### config.mk
export PLATFORM = sky130hd
export DESIGN_NAME = conv_alu_pipe
export DESIGN_NICKNAME = d
export VERILOG_FILES = /design/src/rtl/conv_alu_pipe.sv
export SDC_FILE = /design/constraint.sdc
export NUM_CORES = 2
export LEC_CHECK = 0
export CORE_ASPECT_RATIO = 1.4
export CORE_MARGIN = 5
export CORE_UTILIZATION = 28
export DETAILED_ROUTE_END_ITERATION = 8
export DONT_BUFFER_PORTS = 1
export SETUP_SLACK_MARGIN = 0.5
export SYNTH_ARGS = -nofsm -noshare
export SYNTH_HDL_FRONTEND = slang
export SYNTH_SLANG_ARGS = --single-unit
export TNS_END_PERCENT = 50
### constraint.sdc
create_clock -name clk -period 15.2 [get_ports clk]
set_input_delay 3.04 -clock clk [delete_from_list [all_inputs] [get_ports clk]]
set_output_delay 3.04 -clock clk [all_outputs]
set_load 0.03 [all_outputs]
### src/rtl/conv_alu_pipe.sv
// conv_alu_pipe: three-stage colour convolution pipeline.
//   S1: per-tap, per-channel signed products (pixel unsigned, kernel signed)
//   S2: per-channel sums
//   S3: magnitude (abs or clamp-to-zero), right shift by div, saturation to CW bits
// A single advance enable (!out_valid || out_ready) moves every stage at once,
// so a stalled output freezes the whole pipe and nothing is dropped or duplicated.
// Optional feature: define CONV_ALU_ROUND_EN to round half-up before the shift;
// without it the shift truncates.
module conv_alu_pipe #(
    parameter int NTAPS = 9,
    parameter int NCH   = 3,
    parameter int CW    = 4,
    parameter int KW    = 5,
    parameter int DIVW  = 4,
    parameter int AW    = 12
) (
    input  logic                     clk,
    input  logic                     rst_n,
    input  logic                     in_valid,
    output logic                     in_ready,
    input  logic [NTAPS*NCH*CW-1:0]  din,
    input  logic [NTAPS*KW-1:0]      kernel,
    input  logic [DIVW-1:0]          div,
    input  logic                     mode,
    input  logic [AW-1:0]            raddr,
    output logic                     out_valid,
    input  logic                     out_ready,
    output logic [NCH*CW-1:0]        dout,
    output logic [AW-1:0]            waddr
);

    localparam int PW  = CW + KW;                 // product width
    localparam int SW  = PW + $clog2(NTAPS);      // channel sum width
    localparam int MW  = SW + 2;                  // magnitude width, headroom for the rounding add
    localparam int SHW = $clog2(SW);              // clamped shift amount width

    logic                   w_adv;

    // Stage 1 state
    logic                   r_v1;
    logic signed [PW-1:0]   r_prod [NTAPS*NCH];
    logic [DIVW-1:0]        r_div1;
    logic                   r_mode1;
    logic [AW-1:0]          r_addr1;

    // Stage 2 state
    logic                   r_v2;
    logic signed [SW-1:0]   r_sum [NCH];
    logic [DIVW-1:0]        r_div2;
    logic                   r_mode2;
    logic [AW-1:0]          r_addr2;

    // Stage 3 state
    logic                   r_v3;
    logic [NCH*CW-1:0]      r_dout;
    logic [AW-1:0]          r_waddr;

    logic signed [PW-1:0]   w_prod [NTAPS*NCH];
    logic signed [SW-1:0]   w_sum  [NCH];
    logic [NCH*CW-1:0]      w_dout;
    logic [SHW-1:0]         w_sh;

    assign w_adv     = !r_v3 || out_ready;
    assign in_ready  = w_adv;
    assign out_valid = r_v3;
    assign dout      = r_dout;
    assign waddr     = r_waddr;

    // Products: pixel zero-extended, coefficient sign-extended, both to PW bits.
    // The exact product always fits in PW bits, so the truncating multiply is exact.
    for (genvar gi = 0; gi < NTAPS*NCH; gi++) begin : g_prod
        localparam int T = gi / NCH;
        logic signed [PW-1:0] w_dx;
        logic signed [PW-1:0] w_kx;
        assign w_dx = {{(PW-CW){1'b0}}, din[gi*CW +: CW]};
        assign w_kx = {{(PW-KW){kernel[T*KW+KW-1]}}, kernel[T*KW +: KW]};
        assign w_prod[gi] = w_dx * w_kx;
    end

    // Per-channel accumulation of the registered products.
    for (genvar gi = 0; gi < NCH; gi++) begin : g_sum
        logic signed [SW-1:0] w_acc;
        // Sum the sign-extended products of this channel over all taps.
        always_comb begin
            w_acc = '0;
            for (int t = 0; t < NTAPS; t++) begin
                w_acc = w_acc + {{(SW-PW){r_prod[t*NCH+gi][PW-1]}}, r_prod[t*NCH+gi]};
            end
        end
        assign w_sum[gi] = w_acc;
    end

    // Shift amounts beyond SW-1 behave as SW-1.
    always_comb begin
        if (int'(r_div2) > SW - 1) begin
            w_sh = SHW'(SW - 1);
        end else begin
            w_sh = SHW'(r_div2);
        end
    end

    // Magnitude, optional rounding, shift and saturation per channel.
    for (genvar gi = 0; gi < NCH; gi++) begin : g_out
        logic signed [SW:0]  w_ext;
        logic signed [SW:0]  w_neg;
        logic [MW-1:0]       w_mag;
        logic [MW-1:0]       w_rnd;
        logic [MW-1:0]       w_shf;
        // One extra bit so negating the most negative sum cannot wrap.
        assign w_ext = {r_sum[gi][SW-1], r_sum[gi]};
        assign w_neg = -w_ext;
        // Select magnitude by mode, then round/shift/saturate.
        always_comb begin
            if (w_ext < 0) begin
                w_mag = r_mode2 ? '0 : {1'b0, w_neg};
            end else begin
                w_mag = {1'b0, w_ext};
            end
`ifdef CONV_ALU_ROUND_EN
            if (w_sh == '0) begin
                w_rnd = w_mag;
            end else begin
                w_rnd = w_mag + (MW'(1) << (w_sh - SHW'(1)));
            end
`else
            w_rnd = w_mag;
`endif
            w_shf = w_rnd >> w_sh;
        end
        assign w_dout[gi*CW +: CW] = (w_shf > MW'((1 << CW) - 1)) ? {CW{1'b1}} : w_shf[CW-1:0];
    end

    // Valid chain and output registers: cleared by reset, frozen while stalled.
    always_ff @(posedge clk) begin
        if (!rst_n) begin
            r_v1    <= 1'b0;
            r_v2    <= 1'b0;
            r_v3    <= 1'b0;
            r_dout  <= '0;
            r_waddr <= '0;
        end else if (w_adv) begin
            r_v1    <= in_valid;
            r_v2    <= r_v1;
            r_v3    <= r_v2;
            r_dout  <= w_dout;
            r_waddr <= r_addr2;
        end
    end

    // Datapath registers; their contents only matter behind a set valid bit.
    always_ff @(posedge clk) begin
        if (w_adv) begin
            for (int i = 0; i < NTAPS*NCH; i++) begin
                r_prod[i] <= w_prod[i];
            end
            r_div1  <= div;
            r_mode1 <= mode;
            r_addr1 <= raddr;
            for (int c = 0; c < NCH; c++) begin
                r_sum[c] <= w_sum[c];
            end
            r_div2  <= r_div1;
            r_mode2 <= r_mode1;
            r_addr2 <= r_addr1;
        end
    end

endmodule

# Yosys cells after proc, flatten, opt, wreduce, memory -nomap -nowiden
# Memories as Yosys holds them, arrays and structs flattened.
# Index checks and enable logic that the tools add are counted.
# classes
addsub	27
muxes	12
order_cmp	7
n_shift	3
mul	27
reduce_logical	2
# op_table
op	n
multiplier 5 x 5 -> 9 bit	27
adder 13 bit	12
two-way mux 14 bit	6
greater-than comparator 15 x 4 -> 1 bit, second input constant	3
right shift 15 x 4 -> 15 bit	3
negator 13 -> 14 bit	3
adder 12 x 9 -> 13 bit	3
less-than comparator 13 x 1 -> 1 bit, second input constant	3
adder 11 x 9 -> 12 bit	3
adder 10 x 9 -> 11 bit	3
adder 9 x 9 -> 10 bit	3
two-way mux 4 bit	4
greater-than comparator 4 bit, second input constant	1
two-way mux 1 bit	2
logical NOT 1 bit	1
logical OR 1 bit	1
# word_totals
out_inout_bits	26
word_cells	91
mem_bits_rw	282
mem_count	2
reg_bits	61
in_bits	174
# memory_table
name	depth	word_bits	rd	rd_clocked_by_memory_dff	write_ports	line_no	rtl
r_prod	27	9	27	0	27	41	logic signed [PW-1:0] r_prod [NTAPS*NCH];
r_sum	3	13	3	0	3	48	logic signed [SW-1:0] r_sum [NCH];

# Logic depth before layout (Yosys ltp)
# An unclocked memory read counts as a cell.
# logic_depth
word_depth	9
mapped_depth	19
mapped_depth_nobuf	19

# Worst setup path before layout
# OpenSTA, ideal clock, no wires.
# synth_path
path_type	input to output
start	input port out_ready
end	output port in_ready
path_stages	5
t_arrival_ns	12.492
required_ns	12.160
setup_slack_ns	-0.332
n_path_buf	3
cell_sequence	nor2b_1 clkbuf_1 inv_1 clkbuf_1 clkbuf_1
# synth_between
elab_chain_cells	1
# synth_rtl
element	line_no	rtl
from (decl)	27	input logic out_ready,
logical OR 1 bit	63	assign w_adv = !r_v3 || out_ready;
to (decl)	20	output logic in_ready,
# No other way between the ends.

# Worst setup path in the final report
# Same ends and word-level chain as after synthesis.

==> impl_results.md <==
- Status: complete, no violations
- CP Class: input port to output pin
- Vias in the first global route: 24,900
- Hold Fails Final Rpt: 0
- H-tree levels: 2
- Worst r2r path cells: 16
- Setup TNS: 0 ps
- Slowest-stage cell, CP: inv_8
- Top cell type's share of synthesized area: 25.5%
- Synthesized area: 37,200 um2
- TritonCTS clock tree: yes
- Final setup viols: 0
- Wirelength per Cell: 17.7 um
- CTS Root Cell: clkbuf_16
- CTS Sinks: 343
- Worst Tran Pin Value: 1070 ps
- Share of cells above drive strength 1: 2.72%
- Post-DP HPWL: 80.1 mm
- Most frequent cells in the layout: 808 x inv_1, 555 x ha_1, 387 x fa_1
- Crit share post-route: 44.5%
- Drc violations: 0
- WP depth: 3
- Area Growth Syn to Fin: 9.11%
- Synth unique cells: 72
- Synth top area cells: edfxtp_1 26%, fa_1 21%, ha_1 19%, inv_1 8.2%, and2_1 5.9%
- Top FF cell, synth: edfxtp_1
- Unrepaired setup endpoints after global routing: no
- Io pins: 200
- Sequential share of the synthesized area: 27.0%
- Hold path endpoint: r_addr2[0]$_DFFE_PP_
- Core Rows: 158
- Number of buffers created by CTS: 42
- GRT Total Usage: 13.5%
- Avg Cell Area, Syn: 10.3 um2
- Number of synthesized flops with an enable pin: 316
- Clock-pin slew on the worst setup and hold paths: 60 ps
- CP Capture Type: output pin
- 1st-iter DRT viols: 1,436
- FF-to-FF End: r_sum[0][25]$_DFFE_PP_
- Syn. warnings: 0
- # Post-CTS Setup Buffers: 0
- Hold/Removal Path Class: flip-flop to flip-flop
- First-pass GRT wire length: 146 mm
- Crit path required time: 12,160 ps
- Synth area leader: edfxtp_1
- CP max FO: 80
- Dpl ws: 8410 ps
- #FFs+latches synth: 343
- Crit path buffers/inverters: 2
- Post-Syn Instances: 3,613
- Core area: 132,000 um2
- # Max-Cap Violations: 0
- Post-route ant nets: 0
- Commonest non-fill, non-tap cell in the layout: inv_1
- PortBufs: 0
- Pre-antenna DRT Iters: 9
- Slew Limit Fails: 0
- Gpl congestion: 0.864
- CP arrival: 3720 ps
- Crit-path cells: nor2b_1, buf_4, inv_8
- Vias per cell: 4.43
- Hold path cells: 0
- Period minus WS final: 6760 ps
- Reg2Reg Setup Slack: 10,200 ps
- Clock buffer depth: 3
- Worst path max stage delay: 420 ps
- Async set-reset flop share out of synthesis: 0%
- Worst Setup Start Kind: input port
- Cell family with most CP delay: buffers and inverters
- Die ar.: 140,000 um2
- Die X: 318 um
- Synthesized Nets: 4,729
- Worst clock skew: 24.2 ps
- Routed vias: 23,800
- Overall routed net length: 95.1 mm
- Setup slack after layout: 8440 ps
- Max Clk Rate: 0.148 GHz
- Die Y: 441 um
- Critical R2R Launch: r_prod[1][29]$_DFFE_PP_
- Cts repair resizes: 0
- Post-cts hold buffer count: 0
- Layout Nets: 4,680
- Clock Latency Late Sink: 600 ps
- Initial core utilization: 28.1%
- Largest net degree at the start of global routing: 81
- Headroom to the max-slew limit: 28.5%
- Remaining global-route overflow: 0
- Initial antenna violation count: 6
- Hold Crit Start: r_addr1[0]$_DFFE_PP_
cell families after synthesis:
family	after synthesis	share of synthesized area, %
AO/OA/AOI/OAI	425	7.54
XOR/XNOR	196	4.61
adder cells (fa/ha/maj)	942	39.5
buffers and inverters	913	9.22
flip-flops	343	27.0
multiplexers	25	0.710
AND/OR/NAND/NOR	769	11.5
registers in the layout, summed over array words and instances (netlist names), 4 cells and up:
signal	cells
dout	12
r_addr2	12
r_div2	4
r_addr1	12
r_div1	4
waddr	12
r_prod	243
r_sum	39
synthesized netlist by cell type (all sizes together) (14+ instances only):
cell type and count:
inv 809, nand2 173, dfxtp 27, edfxtp 316
clkbuf 96, xor2 14, mux2i 23, nor2b 73
and2 350, a21boi 19, ha 555, o21bai 29
fa 387, nor2 44, a21o 64, nor3 14
nand3 21, o21ai 56, nand2b 50, xnor2 182
a21oi 140
layer usage:
layer / up-vias / global-route usage [%] / part of all wire [%]
met3: 87 / 2.87 / 5.7
met2: 430 / 26.4 / 54
met4: 0 / 3.75 / 3.0
met1: 11800 / 14.6 / 37
met5: - / 0 / 0
li1: 11500 / - / -
layout make-up:
class,instances,area [um2]
Antenna cell,5,12.5
Clock buffer,49,1090
Clock inverter,29,388
Fill cell,13500,91700
Inverter,810,3050
Multi-Input combinational cell,2357,23700
Sequential cell,343,10000
Tap cell,1760,2200
Timing Repair Buffer,10,75.1
metrics by stage:
stage	area (um2)	util [%]	hold WS, ps	cells
final	40600	30.7	415	5363
after global routing	40600	30.7	416	5358
after CTS	40600	30.7	412	5358
after detailed placement	39100	29.6	405	5280
after global placement	39100	29.6	401	5280
after floorplan	37200	-	400	3613
how the worst max path moves through the flow:
stage / startpoint / slack, ps / endpoint
floorplan: out_ready / 4430 / in_ready
CTS: out_ready / 8400 / in_ready
global route: out_ready / 8360 / in_ready
finish: out_ready / 8440 / in_ready
detailed placement: out_ready / 8410 / in_ready
global placement: out_ready / 8420 / in_ready
Power is not shown: default switching activity piles up to over one toggle a cycle in this logic, so the estimate is an artifact.
